**src/rtl/smg_decode_capture_pkg.sv**
```systemverilog
// Shared constants and types for the 7-segment scan-bus capture monitor.
// Segment codes are active low, bit order g..a; the encoder side uses the same table.
package smg_decode_capture_pkg;

  localparam int unsigned SegW  = 8;
  localparam int unsigned DpBit = 7;
  localparam int unsigned CntW  = 4;

  localparam logic [6:0] SEG_0     = 7'h40;
  localparam logic [6:0] SEG_1     = 7'h79;
  localparam logic [6:0] SEG_2     = 7'h24;
  localparam logic [6:0] SEG_3     = 7'h30;
  localparam logic [6:0] SEG_4     = 7'h19;
  localparam logic [6:0] SEG_5     = 7'h12;
  localparam logic [6:0] SEG_6     = 7'h02;
  localparam logic [6:0] SEG_7     = 7'h78;
  localparam logic [6:0] SEG_8     = 7'h00;
  localparam logic [6:0] SEG_9     = 7'h10;
  localparam logic [6:0] SEG_A     = 7'h08;
  localparam logic [6:0] SEG_B     = 7'h03;
  localparam logic [6:0] SEG_C     = 7'h46;
  localparam logic [6:0] SEG_D     = 7'h21;
  localparam logic [6:0] SEG_E     = 7'h06;
  localparam logic [6:0] SEG_F     = 7'h0E;
  localparam logic [6:0] SEG_BLANK = 7'h7F;

  // Result of decoding one segment pattern.
  typedef struct packed {
    logic       hit;    // legal hex glyph
    logic       blank;  // all segments off
    logic [3:0] value;
  } seg_dec_t;

  // Stability counter increment that stops at the commit threshold.
  function automatic logic [CntW-1:0] sat_inc(input logic [CntW-1:0] cnt,
                                              input logic [CntW-1:0] lim);
    sat_inc = (cnt >= lim) ? lim : cnt + CntW'(1);
  endfunction

endpackage

```
**src/rtl/smg_decode_capture_if.sv**
```systemverilog
// Scan-bus observation interface: raw scan inputs plus the committed digit outputs.
interface smg_decode_capture_if #(
  parameter int unsigned Digits = 6
);
  logic [7:0]          seg_i;
  logic [Digits-1:0]   sel_i;
  logic [4*Digits-1:0] data_o;
  logic [Digits-1:0]   valid_o;
  logic [Digits-1:0]   dp_o;
  logic                err_o;
  logic                frame_o;

  // Scan driver / testbench side.
  modport master (
    output seg_i, sel_i,
    input  data_o, valid_o, dp_o, err_o, frame_o
  );

  // Monitor side.
  modport slave (
    input  seg_i, sel_i,
    output data_o, valid_o, dp_o, err_o, frame_o
  );
endinterface

```
**src/rtl/smg_decode_immdmod.sv**
```systemverilog
// Combinational decode of an active-low 7-segment pattern back to its hex value.
module smg_decode_immdmod
  import smg_decode_capture_pkg::*;
(
  input  logic [6:0] seg_i,
  output seg_dec_t   dec_o
);

  // Table lookup; anything not in the glyph set or blank is illegal.
  always_comb begin
    dec_o = '{hit: 1'b1, blank: 1'b0, value: 4'h0};
    case (seg_i)
      SEG_0:     dec_o.value = 4'h0;
      SEG_1:     dec_o.value = 4'h1;
      SEG_2:     dec_o.value = 4'h2;
      SEG_3:     dec_o.value = 4'h3;
      SEG_4:     dec_o.value = 4'h4;
      SEG_5:     dec_o.value = 4'h5;
      SEG_6:     dec_o.value = 4'h6;
      SEG_7:     dec_o.value = 4'h7;
      SEG_8:     dec_o.value = 4'h8;
      SEG_9:     dec_o.value = 4'h9;
      SEG_A:     dec_o.value = 4'hA;
      SEG_B:     dec_o.value = 4'hB;
      SEG_C:     dec_o.value = 4'hC;
      SEG_D:     dec_o.value = 4'hD;
      SEG_E:     dec_o.value = 4'hE;
      SEG_F:     dec_o.value = 4'hF;
      SEG_BLANK: begin
        dec_o.hit   = 1'b0;
        dec_o.blank = 1'b1;
      end
      default:   dec_o.hit = 1'b0;
    endcase
  end

endmodule

```
**src/rtl/smg_decode_capture.sv**
```systemverilog
// Scan-bus self-test monitor: tracks digit-select runs, decodes the last pattern of each
// run and commits a digit once the same code has been seen on consecutive visits.
module smg_decode_capture
  import smg_decode_capture_pkg::*;
#(
  parameter int unsigned Digits      = 6,
  parameter int unsigned StableScans = 2
) (
  input  logic                 clk,
  input  logic                 rst,
  smg_decode_capture_if.slave  bus
);

  localparam int unsigned IdxW = (Digits > 1) ? $clog2(Digits) : 1;
  localparam logic [CntW-1:0] StableCnt = CntW'(StableScans);

  // Run tracker state.
  logic [Digits-1:0] sel_q;
  logic              run_open_q;
  logic [IdxW-1:0]   run_idx_q;
  logic [SegW-1:0]   seg_q;

  // Per-digit candidate {value, dp}, stability count and committed outputs.
  logic [Digits-1:0][4:0]      cand_q, cand_d;
  logic [Digits-1:0][CntW-1:0] cnt_q, cnt_d;
  logic [Digits-1:0][3:0]      data_q, data_d;
  logic [Digits-1:0]           valid_q, valid_d;
  logic [Digits-1:0]           dp_q, dp_d;
  logic [Digits-1:0]           visited_q, visited_d;
  logic                        err_q, err_d;
  logic                        frame_q, frame_d;

  logic [IdxW:0]   low_cnt;
  logic [IdxW-1:0] low_idx;
  logic            sel_one;
  logic            sel_multi;
  logic            sel_change;
  logic            run_end;
  logic            run_dp;
  seg_dec_t        dec;

  // Classify the current select: how many bits are low and which one.
  always_comb begin
    low_cnt = '0;
    low_idx = '0;
    for (int i = 0; i < Digits; i++) begin
      if (!bus.sel_i[i]) begin
        low_cnt = low_cnt + (IdxW + 1)'(1);
        low_idx = IdxW'(i);
      end
    end
  end

  assign sel_one    = (low_cnt == (IdxW + 1)'(1));
  assign sel_multi  = (low_cnt > (IdxW + 1)'(1));
  assign sel_change = (bus.sel_i != sel_q);
  assign run_end    = run_open_q && sel_change;
  assign run_dp     = ~seg_q[DpBit];

  smg_decode_immdmod u_dec (
    .seg_i (seg_q[6:0]),
    .dec_o (dec)
  );

  // Register the select and, while a single digit is selected, the latest pattern so the
  // decode at run end sees the final cycle rather than a ghost from the transition.
  always_ff @(posedge clk or posedge rst) begin
    if (rst) begin
      sel_q      <= '1;
      run_open_q <= 1'b0;
      run_idx_q  <= '0;
      seg_q      <= '1;
    end else begin
      sel_q      <= bus.sel_i;
      run_open_q <= sel_one;
      if (sel_one) begin
        run_idx_q <= low_idx;
        seg_q     <= bus.seg_i;
      end
    end
  end

  // Closed-run decode, candidate/count update, commit and frame mask bookkeeping.
  always_comb begin
    cand_d    = cand_q;
    cnt_d     = cnt_q;
    data_d    = data_q;
    valid_d   = valid_q;
    dp_d      = dp_q;
    visited_d = visited_q;
    err_d     = sel_multi && sel_change;
    frame_d   = 1'b0;

    if (run_end) begin
      visited_d[run_idx_q] = 1'b1;
      if (dec.blank) begin
        valid_d[run_idx_q] = 1'b0;
        cnt_d[run_idx_q]   = '0;
      end else if (!dec.hit) begin
        err_d            = 1'b1;
        cnt_d[run_idx_q] = '0;
      end else begin
        if ({dec.value, run_dp} == cand_q[run_idx_q]) begin
          cnt_d[run_idx_q] = sat_inc(cnt_q[run_idx_q], StableCnt);
        end else begin
          cand_d[run_idx_q] = {dec.value, run_dp};
          cnt_d[run_idx_q]  = CntW'(1);
        end
        if (cnt_d[run_idx_q] == StableCnt) begin
          data_d[run_idx_q]  = dec.value;
          dp_d[run_idx_q]    = run_dp;
          valid_d[run_idx_q] = 1'b1;
        end
      end
      // Mask clears in the same cycle it fills so the next frame starts fresh.
      if (&visited_d) begin
        frame_d   = 1'b1;
        visited_d = '0;
      end
    end
  end

  // Per-digit state and registered outputs.
  always_ff @(posedge clk or posedge rst) begin
    if (rst) begin
      cand_q    <= '0;
      cnt_q     <= '0;
      data_q    <= '0;
      valid_q   <= '0;
      dp_q      <= '0;
      visited_q <= '0;
      err_q     <= 1'b0;
      frame_q   <= 1'b0;
    end else begin
      cand_q    <= cand_d;
      cnt_q     <= cnt_d;
      data_q    <= data_d;
      valid_q   <= valid_d;
      dp_q      <= dp_d;
      visited_q <= visited_d;
      err_q     <= err_d;
      frame_q   <= frame_d;
    end
  end

  assign bus.data_o  = data_q;
  assign bus.valid_o = valid_q;
  assign bus.dp_o    = dp_q;
  assign bus.err_o   = err_q;
  assign bus.frame_o = frame_q;

endmodule

```
**src/flat_wrapper.sv**
```systemverilog
// flat-port wrapper written by rule: the top's interface ports become plain ports
module smg_decode_capture_flat import smg_decode_capture_pkg::*;
#(
  parameter int unsigned Digits      = 6,
  parameter int unsigned StableScans = 2
)
  (clk, rst, bus_seg_i, bus_sel_i, bus_data_o, bus_valid_o, bus_dp_o, bus_err_o, bus_frame_o);
  smg_decode_capture_if #(.Digits(Digits)) bus_i ();
  input  logic clk;
  input  logic rst;
  input wire logic [$bits(bus_i.seg_i)-1:0] bus_seg_i;
  input wire logic [$bits(bus_i.sel_i)-1:0] bus_sel_i;
  output wire logic [$bits(bus_i.data_o)-1:0] bus_data_o;
  output wire logic [$bits(bus_i.valid_o)-1:0] bus_valid_o;
  output wire logic [$bits(bus_i.dp_o)-1:0] bus_dp_o;
  output wire logic [$bits(bus_i.err_o)-1:0] bus_err_o;
  output wire logic [$bits(bus_i.frame_o)-1:0] bus_frame_o;
  assign bus_i.seg_i = bus_seg_i;
  assign bus_i.sel_i = bus_sel_i;
  assign bus_data_o = bus_i.data_o;
  assign bus_valid_o = bus_i.valid_o;
  assign bus_dp_o = bus_i.dp_o;
  assign bus_err_o = bus_i.err_o;
  assign bus_frame_o = bus_i.frame_o;
  smg_decode_capture #(.Digits(Digits), .StableScans(StableScans)) u_core (.clk(clk), .rst(rst), .bus(bus_i));
endmodule
```
**config.mk**
```make
export PLATFORM = sky130hd
export DESIGN_NAME = smg_decode_capture_flat
export DESIGN_NICKNAME = d
export VERILOG_FILES = /design/src/rtl/smg_decode_capture_pkg.sv /design/src/rtl/smg_decode_capture_if.sv /design/src/rtl/smg_decode_immdmod.sv /design/src/rtl/smg_decode_capture.sv /design/src/flat_wrapper.sv
export SDC_FILE = /design/constraint.sdc
export NUM_CORES = 1
export LEC_CHECK = 0
export BUFFER_PORTS_ARGS = -buffer_cell sky130_fd_sc_hd__buf_4
export CORE_MARGIN = 10
export CORE_UTILIZATION = 45
export DETAILED_ROUTE_END_ITERATION = 6
export GPL_TIMING_DRIVEN = 0
export PLACE_DENSITY = 0.74
export SYNTH_ARGS = -nofsm -noshare
export SYNTH_HDL_FRONTEND = slang
export SYNTH_SLANG_ARGS = --single-unit
```
**constraint.sdc**
```tcl
create_clock -name clk -period 4.11 [get_ports clk]
set_clock_uncertainty 0.2 [all_clocks]
set_input_delay 0 -clock clk [delete_from_list [all_inputs] [get_ports clk]]
set_output_delay 0 -clock clk [all_outputs]
set_load 0.01 [all_outputs]
```
# Word level (Yosys, flattened, before mapping)

Index checks and enable logic that the tools add are counted.

Register bits after elaboration: 116
Output and inout bits: 38
Logic and storage cells: 126

Bitwise operators: 12
Add/sub/neg operators: 6
Muxes and demuxes: 46
Reduce and logical (&&, ||, !) cells: 11
Magnitude comparators: 4
Equal/unequal tests: 20

Operators with widths:

| cell                                                             | count |
|---|---|
| 24-bit 2-to-1 mux                                                | 6 |
| 4-bit case mux with 15 select lines                              | 1 |
| 24-bit bitwise mux                                               | 2 |
| 4-bit 2-to-1 mux                                                 | 9 |
| 7-bit == test (second input constant)                            | 5 |
| 30-bit bitwise mux                                               | 1 |
| 24-bit bitwise AND                                               | 1 |
| 4-bit binary-select mux with 3-bit select                        | 2 |
| 6-bit 2-to-1 mux                                                 | 4 |
| 24-bit NOT                                                       | 1 |
| 7-bit by 5-bit == test with 1-bit output (second input constant) | 3 |
| 7-bit by 6-bit == test with 1-bit output (second input constant) | 3 |
| 4-bit by 1-bit adder with 4-bit output (second input constant)   | 5 |
| 18-bit bitwise AND                                               | 1 |
| 18-bit NOT                                                       | 1 |
| 6-bit bitwise OR                                                 | 3 |
| 16-bit OR reduction                                              | 1 |
| 5-bit binary-select mux with 3-bit select                        | 1 |
| 5-bit demux with 3-bit select                                    | 1 |
| 7-bit by 2-bit == test with 1-bit output (second input constant) | 2 |
| 7-bit by 4-bit == test with 1-bit output (second input constant) | 2 |
| 4-bit demux with 3-bit select                                    | 1 |
| 1-bit 2-to-1 mux                                                 | 10 |
| 5-bit 2-to-1 mux                                                 | 2 |
| other kinds (23)                                                 | 31 |

# Logic depth before layout (Yosys ltp)

Gate-level depths: netlist (run 1).

Depth after elaboration: 16
Depth in mapped cells: 18
Depth with buffers taken out: 17

# Modules after synthesis

From an unflattened synthesis (run 1), not the netlist that was laid out.

Cell total of the unflattened synthesis: 526
Area, all modules: 5990.7 sq um

Modules (own cells, without submodules):

| module             | instances | area each (sq um) | cells each |
|---|---|---|---|
| smg_decode_capture | 1         | 5609.1            | 467 |
| smg_decode_immdmod | 1         | 381.6             | 59 |

# Least setup slack after synthesis (run 1)

Ideal clock, no wire load.

Path type: flip-flop to flip-flop
Start point: register u_core.run_idx_q[1]
End point: register u_core.data_q, in the netlist u_core.bus.data_o[10]
Stages on the path, launching flop included: 11
Path slack: 0.685 ns
Library setup time: 0.125 ns
Data arrival time: 3.100 ns
Buffers on the path: 1
Data required time: 3.785 ns
Cells stage by stage: dfrtp_1 > clkbuf_1 > nor2b_1 > a22oi_1 > o221ai_1 > ha_1 > o21ai_0 > a2111oi_0 > nor4bb_1 > nand3_2 > mux2_2

Cells in the longest elaborated chain, start to end: 14
Elaborated cells between the ends (all ways): 26
Classes of those cells: add/sub: 1; order compare: 3; eq/ne: 2; mux: 15; bitwise: 3; reduce/logical: 2

RTL lines:

| item                                                                                            | line                      | source |
|---|---|---|
| from (decl)                                                                                     | smg_decode_capture.sv:20  | `logic [IdxW-1:0] run_idx_q;` |
| from (signal assigned)                                                                          | smg_decode_capture.sv:77  | `run_idx_q <= low_idx;` |
| parallel branches: the longest is 14 deep, another holds 4-bit by 1-bit adder with 4-bit output | n/a                       |  |
| to (signal assigned)                                                                            | smg_decode_capture.sv:137 | `data_q <= data_d;` |
| to (decl)                                                                                       | smg_decode_capture.sv:26  | `logic [Digits-1:0][3:0] data_q, data_d;` |

Several ways; the timed one is not identified. The select of a mux whose other input is x is not followed.
A chain may end at the register's enable or synchronous reset.

# Final worst setup path (run 1)

Start point: register u_core.run_idx_q[1]
End point: register u_core.data_q, in the netlist u_core.bus.data_o[14]

Same word-level chain as after synthesis.

==> flow_metrics.env, run 1 <==
export IMPL_grt_busiest_layer="met2"
export IMPL_reg2reg_depth=10
export IMPL_layout_nets=663
export IMPL_clock_latency_ns=0.43
export IMPL_place_inst=782
export IMPL_async_flop_share_pct=100.0
export IMPL_htreeDepth=4
export IMPL_cts_clk_slew_worst_paths_ns=0.06
export IMPL_arrival_ns=4.16
export IMPL_placement_io_buffers=53
export IMPL_synth_nets=575
export IMPL_rows=42
export IMPL_synth_distinct_cells=75
export IMPL_critPathLaunchType="flip-flop"
export IMPL_grt_overflow_total=0
export IMPL_end_kind="flip-flop"
export IMPL_cap_violations=0
export IMPL_cts_tree="built"
export IMPL_core_area_um2=13240
export IMPL_yosys_warnings=0
export IMPL_dr_first_iter_drc_count=422
export IMPL_crit_fanout=10
export IMPL_outcome="finished, final reports clean"
export IMPL_routed_wl_um=16260
export IMPL_hpwl_um=11610
export IMPL_grt_pass1_wl_um=26120
export IMPL_min_delay_start="bus_sel_i[2]"
export IMPL_place_area_um2=6725
export IMPL_synth_common_cells="dfrtp_1, nand2_1, mux2_2"
export IMPL_hp_class="input port to flip-flop"
export IMPL_synth_flop_cell="dfrtp_1"
export IMPL_rr_startpoint="u_core.run_idx_q[1]"
export IMPL_vias=4751
export IMPL_syn_cell_area_um2=6085
export IMPL_netlist_instances=552
export IMPL_critPathKind="flip-flop to flip-flop"
export IMPL_synth_largest_area_cell="dfrtp_1"
export IMPL_viasPerCell=5.724
export IMPL_grt_antenna_before_repair=1
export IMPL_dieArea_um2=18570
export IMPL_ant_nets=0
export IMPL_hold_depth=2
export IMPL_drcViolationCount=0
export IMPL_cp_data_required_time_ns=4.21
export IMPL_fin_area_um2=7530
export IMPL_grt_util_all_layers_pct=18.12
export IMPL_fin_crit_ns=4.053
export IMPL_met3_usage_pct=4.982
export IMPL_final_util_pct=56.86
export IMPL_die_x_um=136.3
export IMPL_grt_use_met2_pct=29.24
export IMPL_final_max_slew_violation_count=0
export IMPL_period_share_pct=98.61
export IMPL_yosys_cell_count_top_type="dfrtp_1"
export IMPL_grtUsageMet1_pct=21.81
export IMPL_clockBufferDepth=2
export IMPL_routabilityCongestion=0.8925
export IMPL_fmax_ghz=0.2467
export IMPL_areaGrowthSynthToFinish_pct=23.75
export IMPL_fin_cells=830
export IMPL_relSlewSlack_pct=41.32
export IMPL_start_util_pct=45.95
export IMPL_post_drt_wl_per_cell_um=19.59
export IMPL_synth_top_area_share_pct=41.95
export IMPL_cts_sinks=116
export IMPL_ys_ff_latch=116
export IMPL_r2r_slack_ns=0.06
export IMPL_hold_viol=0
export IMPL_seq_area_frac_synth_pct=48.00
export IMPL_grt_max_degree=73
export IMPL_worstReg2RegEnd="u_core.bus.data_o[14]"
export IMPL_synth_edf_count=0
export IMPL_first_pass_iters=5
export IMPL_worst_pin_slew_ns=0.8802
export IMPL_avgSynthCellArea_um2=11.02
export IMPL_synthTopCellsByArea="dfrtp_1, mux2_2, dfstp_2"
export IMPL_cts_buffers=17
export IMPL_setup_viol=0
export IMPL_root_buffer="clkbuf_16"
export IMPL_ir_drop_uv=426.0
export IMPL_p_leak_nw=3.439
export IMPL_final_setup_tns_ns=0
export IMPL_die_height_um=136.3
export IMPL_grt_pass1_vias=4900
export IMPL_drive_gt1_share_pct=30.63
export IMPL_power_density_nw_per_um2=665.2
export IMPL_hold_end="u_core.sel_q[2]"
export IMPL_io_pins=54
==> where the power goes <==
part | switching, W | internal, W
clock network | 0.000551 | 0.000974
logic | 0.00129 | 0.000696
registers | 0.000147 | 0.00136
==> cells in the final DEF, fill, tap and decap left out, types with 15 or more instances in the layout <==
master / count
dfrtp_1: 102
mux2i_1: 20
mux2_2: 53
buf_4: 54
o21ai_0: 28
nand2_1: 54
a21oi_1: 16
clkbuf_1: 18
dlygate4sd3_1: 15
nor2_1: 23
clkbuf_16: 17
inv_1: 27
==> metal layers <==
layer	share of wire, %	wire (µm)	up-vias
met5	0	0	-
met4	2.3	379	0
met3	6.1	997	34
met2	50	8076	149
met1	42	6807	2400
li1	-	-	2168
==> state kept, by name (all words and copies together) (netlist names), named ones only <==
signal and cells:
u_core.run_open_q 1, u_core.cand_q 30, u_core.bus.err_o 1, u_core.seg_q 8, u_core.visited_q 6, u_core.run_idx_q 3
u_core.bus.data_o 24, u_core.bus.dp_o 6, u_core.sel_q 6, u_core.cnt_q 24, u_core.bus.frame_o 1
==> final cells by class <==
| type | instances | area (µm²) |
|---|---|---|
| Clock buffer | 18 | 439.2 |
| Inverter | 28 | 107.6 |
| Tap cell | 176 | 220.2 |
| Fill cell | 1117 | 5713 |
| Multi-Input combinational cell | 377 | 2954 |
| Clock inverter | 14 | 176.4 |
| Timing Repair Buffer | 69 | 568.0 |
| Sequential cell | 116 | 2920 |
| Antenna cell | 1 | 2.502 |
| Buffer | 31 | 141.4 |
==> critical path: stages, from the launching register on <==
cell	delay (ns)
dfrtp_1	0.46
clkbuf_1	0.44
nor2b_1	0.32
a22oi_1	0.11
o221ai_1	0.48
ha_1	0.31
o21ai_0	0.15
a2111oi_2	0.68
nor4bb_1	0.19
nand3_2	0.23
mux2_2	0.36
==> worst max-delay path by stage <==
stage / from / to / slack (ns) / depth (start not counted)
6_report: u_core.run_idx_q[1] / u_core.bus.data_o[14] / 0.06 / 10
5_1_grt: u_core.run_idx_q[1] / u_core.bus.data_o[14] / -0.05 / 10
4_1_cts: bus_sel_i[0] / u_core.seg_q[7] / 0.02 / 19
3_5_place_dp: u_core.run_idx_q[1] / u_core.bus.data_o[15] / -0.21 / 10
3_3_place_gp: rst / u_core.cnt_q[11] / -0.32 / 2
2_1_floorplan: u_core.run_idx_q[1] / u_core.bus.data_o[10] / 0.69 / 10
==> repair_timing <==
| item | 4_1_cts | 5_1_grt |
|---|---|---|
| setup endpoints to repair | 27 | 40 |
| pin swaps | 0 | 0 |
| gates resized for setup | 1 | 5 |
| endpoints found under the hold margin | 76 | 0 |
| hold buffers | 15 | 0 |
| setup buffers | 0 | 0 |
==> logic make-up (layout without fill, tap and decap cells) <==
family | count (synthesis) | in the layout | share of synthesized area, %
compound gates | 105 | 105 | 12.98
xor+xnor | 17 | 17 | 2.899
fa+ha+maj | 8 | 8 | 1.604
flops | 116 | 116 | 48.00
other cells | 0 | 1 | 0
mux | 81 | 81 | 15.13
buf+inv | 59 | 160 | 4.051
simple gates | 166 | 166 | 15.34
==> stage by stage <==
stage                     total power [W]  setup WS, ns  hold WS [ns]
after floorplan                  0.002951        0.6851       -0.1955
after global placement           0.003371       -0.3237      -0.08430
after detailed placement         0.003430       -0.2058      -0.08309
after CTS                        0.004981       0.02176       0.01627
after global routing             0.005253      -0.04991       0.01678
final                            0.005009       0.05723       0.02487
Note: power is estimated with default switching activity, not from simulation.
==> run 2: changes to the inputs <==
--- a/config.mk
+++ b/config.mk
@@ -13,2 +13,3 @@
 export PLACE_DENSITY = 0.74
+export REMOVE_ABC_BUFFERS = 1
 export SYNTH_ARGS = -nofsm -noshare
==> constraint.sdc (replaced) <==
create_clock -name clk -period 4.11 [get_ports clk]
set_clock_uncertainty 0.2 [all_clocks]
set_input_delay 0.2055 -clock clk [delete_from_list [all_inputs] [get_ports clk]]
set_output_delay 0.2055 -clock clk [all_outputs]
set_load 0.01 [all_outputs]
==> run 2 against run 1 <==
Critical path depth down 1. Global-route usage down 1.8 points. Cell area down 2.2%. Via count down 4.6%. Combinational power down 16%. Setup slack better by 0.12 ns. Hold slack better by 0.027 ns. Register-to-register slack better by 0.12 ns. Power down 5.5%. Final cell count down 3.6%. Clock power down 11%. Critical path type unchanged.
==> flow_metrics.env, run 2 (same netlist as run 1, synthesis figures left out) <==
export IMPL_outcome="finished, final reports clean"
export IMPL_worst_pin_slew_ns=0.8009
export IMPL_fin_crit_ns=3.930
export IMPL_first_pass_iters=5
export IMPL_cp_slowest_cell="dfrtp_2"
export IMPL_largest_register="u_core.cand_q"
export IMPL_start_util_pct=45.95
export IMPL_cts_buffers=17
export IMPL_crit_fanout=24
export IMPL_ir_drop_uv=381.0
export IMPL_clock_latency_ns=0.42
export IMPL_grt_pass1_vias=4685
export IMPL_grt_pass1_wl_um=23970
export IMPL_cp_data_required_time_ns=4.22
export IMPL_highest_layer="met4"
export IMPL_viasPerCell=5.666
export IMPL_diodes=0
export IMPL_fill_cells=1122
export IMPL_critPathBufInv=0
export IMPL_relSlewSlack_pct=46.61
export IMPL_grt_antenna_before_repair=0
export IMPL_dr_first_iter_drc_count=328
export IMPL_areaGrowthSynthToFinish_pct=21.06
export IMPL_routed_wl_um=14440
export IMPL_arrival_ns=4.04
export IMPL_cts_sinks=116
export IMPL_htreeDepth=4
export IMPL_grt_util_all_layers_pct=16.31
export IMPL_cts_tree="built"
export IMPL_critPathKind="flip-flop to flip-flop"
export IMPL_fmax_ghz=0.2544
export IMPL_final_max_slew_violation_count=0
export IMPL_root_buffer="clkbuf_16"
export IMPL_hpwl_um=9833
export IMPL_hold_viol=0
export IMPL_power_density_nw_per_um2=642.7
export IMPL_r2r_slack_ns=0.18
export IMPL_rr_startpoint="u_core.run_idx_q[1]"
export IMPL_end_kind="flip-flop"
export IMPL_setup_viol=0
export IMPL_final_common_cell="dfrtp_1"
export IMPL_hold_depth=5
export IMPL_final_util_pct=55.62
export IMPL_wl_met1_um=6068
export IMPL_min_delay_start="bus_sel_i[2]"
export IMPL_layout_common_cells="dfrtp_1, buf_4, nand2_1"
export IMPL_drive_gt1_share_pct=30.61
export IMPL_die_height_um=136.3
export IMPL_ant_nets=0
export IMPL_final_setup_tns_ns=0
export IMPL_hold_end="u_core.run_idx_q[0]"
export IMPL_rows=42
export IMPL_layout_nets=634
export IMPL_reg2reg_depth=9
export IMPL_dieArea_um2=18570
export IMPL_grt_max_degree=70
export IMPL_fin_area_um2=7366
export IMPL_wl_met3_um=637
export IMPL_drcViolationCount=0
export IMPL_max_stage_delay_ns=0.70
export IMPL_post_drt_wl_per_cell_um=18.05
export IMPL_critPathLaunchType="flip-flop"
export IMPL_rsz0062_at_grt="no"
export IMPL_routabilityCongestion=0.8703
export IMPL_vias=4533
export IMPL_crit_chain="mux2_2, a22oi_1, o221ai_1, ha_1, nand3b_1, a2111oi_2, nor4bb_1, nand3_2, mux2_2"
export IMPL_core_area_um2=13240
export IMPL_die_x_um=136.3
export IMPL_placement_io_buffers=53
export IMPL_clockBufferDepth=2
export IMPL_cts_clk_slew_worst_paths_ns=0.06
export IMPL_worstReg2RegEnd="u_core.bus.data_o[15]"
export IMPL_hp_class="input port to flip-flop"
export IMPL_cap_violations=0
export IMPL_wl_met2_um=7377
export IMPL_place_area_um2=6591
export IMPL_cp_common_cell="mux2_2"
export IMPL_io_pins=54
export IMPL_largest_reg_flops=30
export IMPL_grt_overflow_total=0
export IMPL_critPathTopFamily="compound AO/OA/AOI/OAI gates"
export IMPL_p_leak_nw=3.334
export IMPL_period_share_pct=95.62
run 2: tightest hold or removal path, delay by kind of cell:
kind                   cells  cell delay (ns)
and+or+nand+nor            1             0.08
AOI/OAI and AO/OA          2             0.17
buffers and inverters      2             0.19
run 2: metal layers:
layer	vias to the layer above	GRT usage (%)
met5	-	0
met4	0	8.107
met3	30	4.280
li1	2114	-
met1	2258	18.71
met2	131	27.59
run 2: stage by stage:
step,hold WS [ns],power (W),instances,worst slack [ns]
2_1_floorplan,0.009978,0.002800,521,0.4634
3_3_place_gp,0.1493,0.003179,750,-0.5206
3_5_place_dp,0.1269,0.003242,751,-0.5364
4_1_cts,0.03307,0.004634,798,0.09123
5_1_grt,0.07719,0.005010,800,0.01613
6_report,0.05165,0.004734,800,0.1799
run 2: report_power, final:
| part | internal, W | switching, W | leakage [nW] |
|---|---|---|---|
| Clock | 0.000804 | 0.000548 | 0.254 |
| Combinational | 0.000632 | 0.00103 | 1.63 |
| Sequential | 0.00136 | 0.000357 | 1.45 |
| Total | 0.00280 | 0.00194 | 3.33 |
run 2: repair_timing:
item / in CTS / in global routing
buffers inserted: 0 / 2
pin swaps: 0 / 1
hold buffers: 15 / 0
endpoints found under the hold margin: 58 / 0
resized for setup: 6 / 5
endpoints found under the setup margin: 78 / 47
run 2: final cells by class:
type	count	area (µm²)	share of cell area, %
inverter	28	107.6	1.461
tap	176	220.2	2.990
sequential	116	2924	39.70
timing repair buffer	71	590.6	8.018
clock inverter	13	98.84	1.342
clock buffer	19	452.9	6.149
multi-input combinational	377	2972	40.34
run 2: how the worst max path moves through the flow:
stage                             start                     to  slack, ns  cells after the start
floorplan           u_core.run_idx_q[1]  u_core.bus.data_o[21]       0.46                      9
global placement                    rst     u_core.bus.dp_o[3]      -0.52                      2
detailed placement  u_core.run_idx_q[1]  u_core.bus.data_o[19]      -0.54                      9
CTS                     u_core.seg_q[5]   u_core.bus.data_o[2]       0.09                      7
global route               bus_sel_i[0]        u_core.seg_q[2]       0.02                     17
finish              u_core.run_idx_q[1]  u_core.bus.data_o[15]       0.18                      9
==> run 3: changes to the inputs <==
CTS_BUF_LIST = sky130_fd_sc_hd__clkbuf_2   (was unset)
==> run 3 against run 2 <==
Die area did not move. Largest cell class unchanged. Final cell count increased by 1.0%. Power down 15%.
==> flow_metrics.env, run 3 (same netlist as run 1, synthesis figures left out) <==
export IMPL_ff_latch_area_um2=2924
export IMPL_drive_gt1_share_pct=30.27
export IMPL_clock_latency_ns=0.70
export IMPL_die_height_um=136.3
export IMPL_largest_reg_flops=30
export IMPL_drcViolationCount=0
export IMPL_power_frac_clock_pct=15.5
export IMPL_ant_nets=0
export IMPL_io_pins=54
export IMPL_relSlewSlack_pct=46.91
export IMPL_p_leak_nw=3.215
export IMPL_p_int_w=0.002151
export IMPL_hold_viol=0
export IMPL_fin_crit_ns=3.866
export IMPL_fill_cells=1169
export IMPL_crit_fanout=24
export IMPL_grt_pass1_vias=4666
export IMPL_grt_pass1_wl_um=23390
export IMPL_setup_ws_ns=0.2436
export IMPL_cts_buffers=17
export IMPL_min_delay_start="bus_seg_i[7]"
export IMPL_pre_cts_ws_ns=-0.5364
export IMPL_worst_pin_slew_ns=0.7964
export IMPL_post_drt_wl_per_cell_um=17.63
export IMPL_grt_antenna_before_repair=1
export IMPL_dr_first_iter_drc_count=294
export IMPL_start_util_pct=45.95
export IMPL_ir_drop_uv=319.1
export IMPL_cap_violations=0
export IMPL_fmax_ghz=0.2586
export IMPL_power_frac_comb_pct=41.8
export IMPL_grt_overflow_total=0
export IMPL_root_buffer="clkbuf_2"
export IMPL_hold_end="u_core.seg_q[7]"
export IMPL_fin_area_um2=7084
export IMPL_reg2reg_depth=9
export IMPL_place_area_um2=6591
export IMPL_core_area_um2=13240
export IMPL_outcome="finished, final reports clean"
export IMPL_layout_nets=641
export IMPL_grt_util_all_layers_pct=15.76
export IMPL_placement_io_buffers=53
export IMPL_layout_common_cells="dfrtp_1, buf_4, nand2_1"
export IMPL_cp_data_required_time_ns=4.51
export IMPL_die_x_um=136.3
export IMPL_areaGrowthSynthToFinish_pct=16.43
export IMPL_power_density_nw_per_um2=565.1
export IMPL_grt_max_degree=70
export IMPL_viasPerCell=5.629
export IMPL_setup_viol=0
export IMPL_seq_power_share_pct=42.7
export IMPL_clockBufferDepth=2
export IMPL_rr_startpoint="u_core.run_idx_q[1]"
export IMPL_period_share_pct=94.07
export IMPL_vias=4548
export IMPL_critPathKind="flip-flop to flip-flop"
export IMPL_hpwl_um=9833
export IMPL_cts_tree="built"
export IMPL_switchingPower_w=0.001853
export IMPL_rows=42
export IMPL_hp_class="input port to flip-flop"
export IMPL_final_common_cell="dfrtp_1"
export IMPL_p_total_w=0.004003
export IMPL_hold_depth=3
export IMPL_r2r_slack_ns=0.24
export IMPL_switching_share_pct=46.28
export IMPL_first_pass_iters=6
export IMPL_routabilityCongestion=0.8703
export IMPL_end_kind="flip-flop"
export IMPL_critPathLaunchType="flip-flop"
export IMPL_arrival_ns=4.26
export IMPL_cts_clk_slew_worst_paths_ns=0.19
export IMPL_worstReg2RegEnd="u_core.bus.data_o[15]"
export IMPL_final_max_slew_violation_count=0
export IMPL_rsz0062_at_grt="no"
export IMPL_multi_input_area_um2=2978
export IMPL_largest_register="u_core.cand_q"
export IMPL_htreeDepth=4
export IMPL_routed_wl_um=14240
export IMPL_dieArea_um2=18570
export IMPL_cts_sinks=116
==> run 3: changes by cell type in the layout (fill, tap and decap cells not counted), sizes merged <==
cell,before,now
dlygate4sd3,15,22
clkbuf,19,17
clkinv,4,6
diode,0,1
==> run 3: worst max-delay path by stage <==
stage	end	slack (ns)	start	cells past startpoint
finish	u_core.bus.data_o[15]	0.24	u_core.run_idx_q[1]	9
global route	u_core.bus.data_o[16]	0.04	u_core.run_idx_q[1]	9
detailed placement	u_core.bus.data_o[19]	-0.54	u_core.run_idx_q[1]	9
floorplan	u_core.bus.data_o[21]	0.46	u_core.run_idx_q[1]	9
CTS	u_core.bus.data_o[2]	0.09	u_core.seg_q[5]	7
global placement	u_core.bus.dp_o[3]	-0.52	rst	2
==> run 3: worst max-delay path: stages (launching register included) <==
cell and delay [ns]:
dfrtp_2 0.74, mux2_2 0.39, a22oi_1 0.21, o221ai_1 0.31
ha_1 0.30, nand3b_1 0.26, a2111oi_2 0.61, nor4bb_1 0.17
nand3_2 0.22, mux2_2 0.36
==> run 3: through the flow <==
stage	setup TNS (ns)	utilization, %	hold WS, ns	cells
finish	0	53.50	0.08616	808
global route	0	53.50	0.04425	808
CTS	0	53.08	0.009413	805
detailed placement	-22.56	49.77	0.1269	751
global placement	-64.86	49.55	0.1493	750
floorplan	0	-	0.009978	521
==> run 3: routing by layer <==
metal  global-route usage, %  part of all wire (%)  up-vias
met5                       0                     0        -
met4                   7.515                   2.0        0
met3                   3.653                   4.2       23
met2                   27.21                    52      122
met1                   18.03                    42     2266
li1                        -                     -     2137
==> run 3: timing repair <==
item / in CTS / in global routing
buffers inserted: 0 / 2
resized for setup: 6 / 7
hold buffers: 22 / 0
setup endpoints to repair: 78 / 52
pin swaps: 0 / 1
hold endpoints to repair: 126 / 0
==> run 3: layout make-up <==
class	count	area share [%]
sequential	116	41.28
antenna	1	0.03532
timing repair buffer	78	9.325
clock inverter	15	1.501
clock buffer	17	1.201
inverter	28	1.519
multi-input combinational	377	42.03
tap	176	3.108
==> run 3: power by group through the flow <==
stage                     combinational, W  sequential (W)  clock [W]
final                              0.00167         0.00171   0.000620
after global routing               0.00183         0.00175   0.000684
after CTS                          0.00156         0.00170   0.000636
after detailed placement           0.00152         0.00172          0
after global placement             0.00147         0.00170          0
after floorplan                    0.00119         0.00161          0
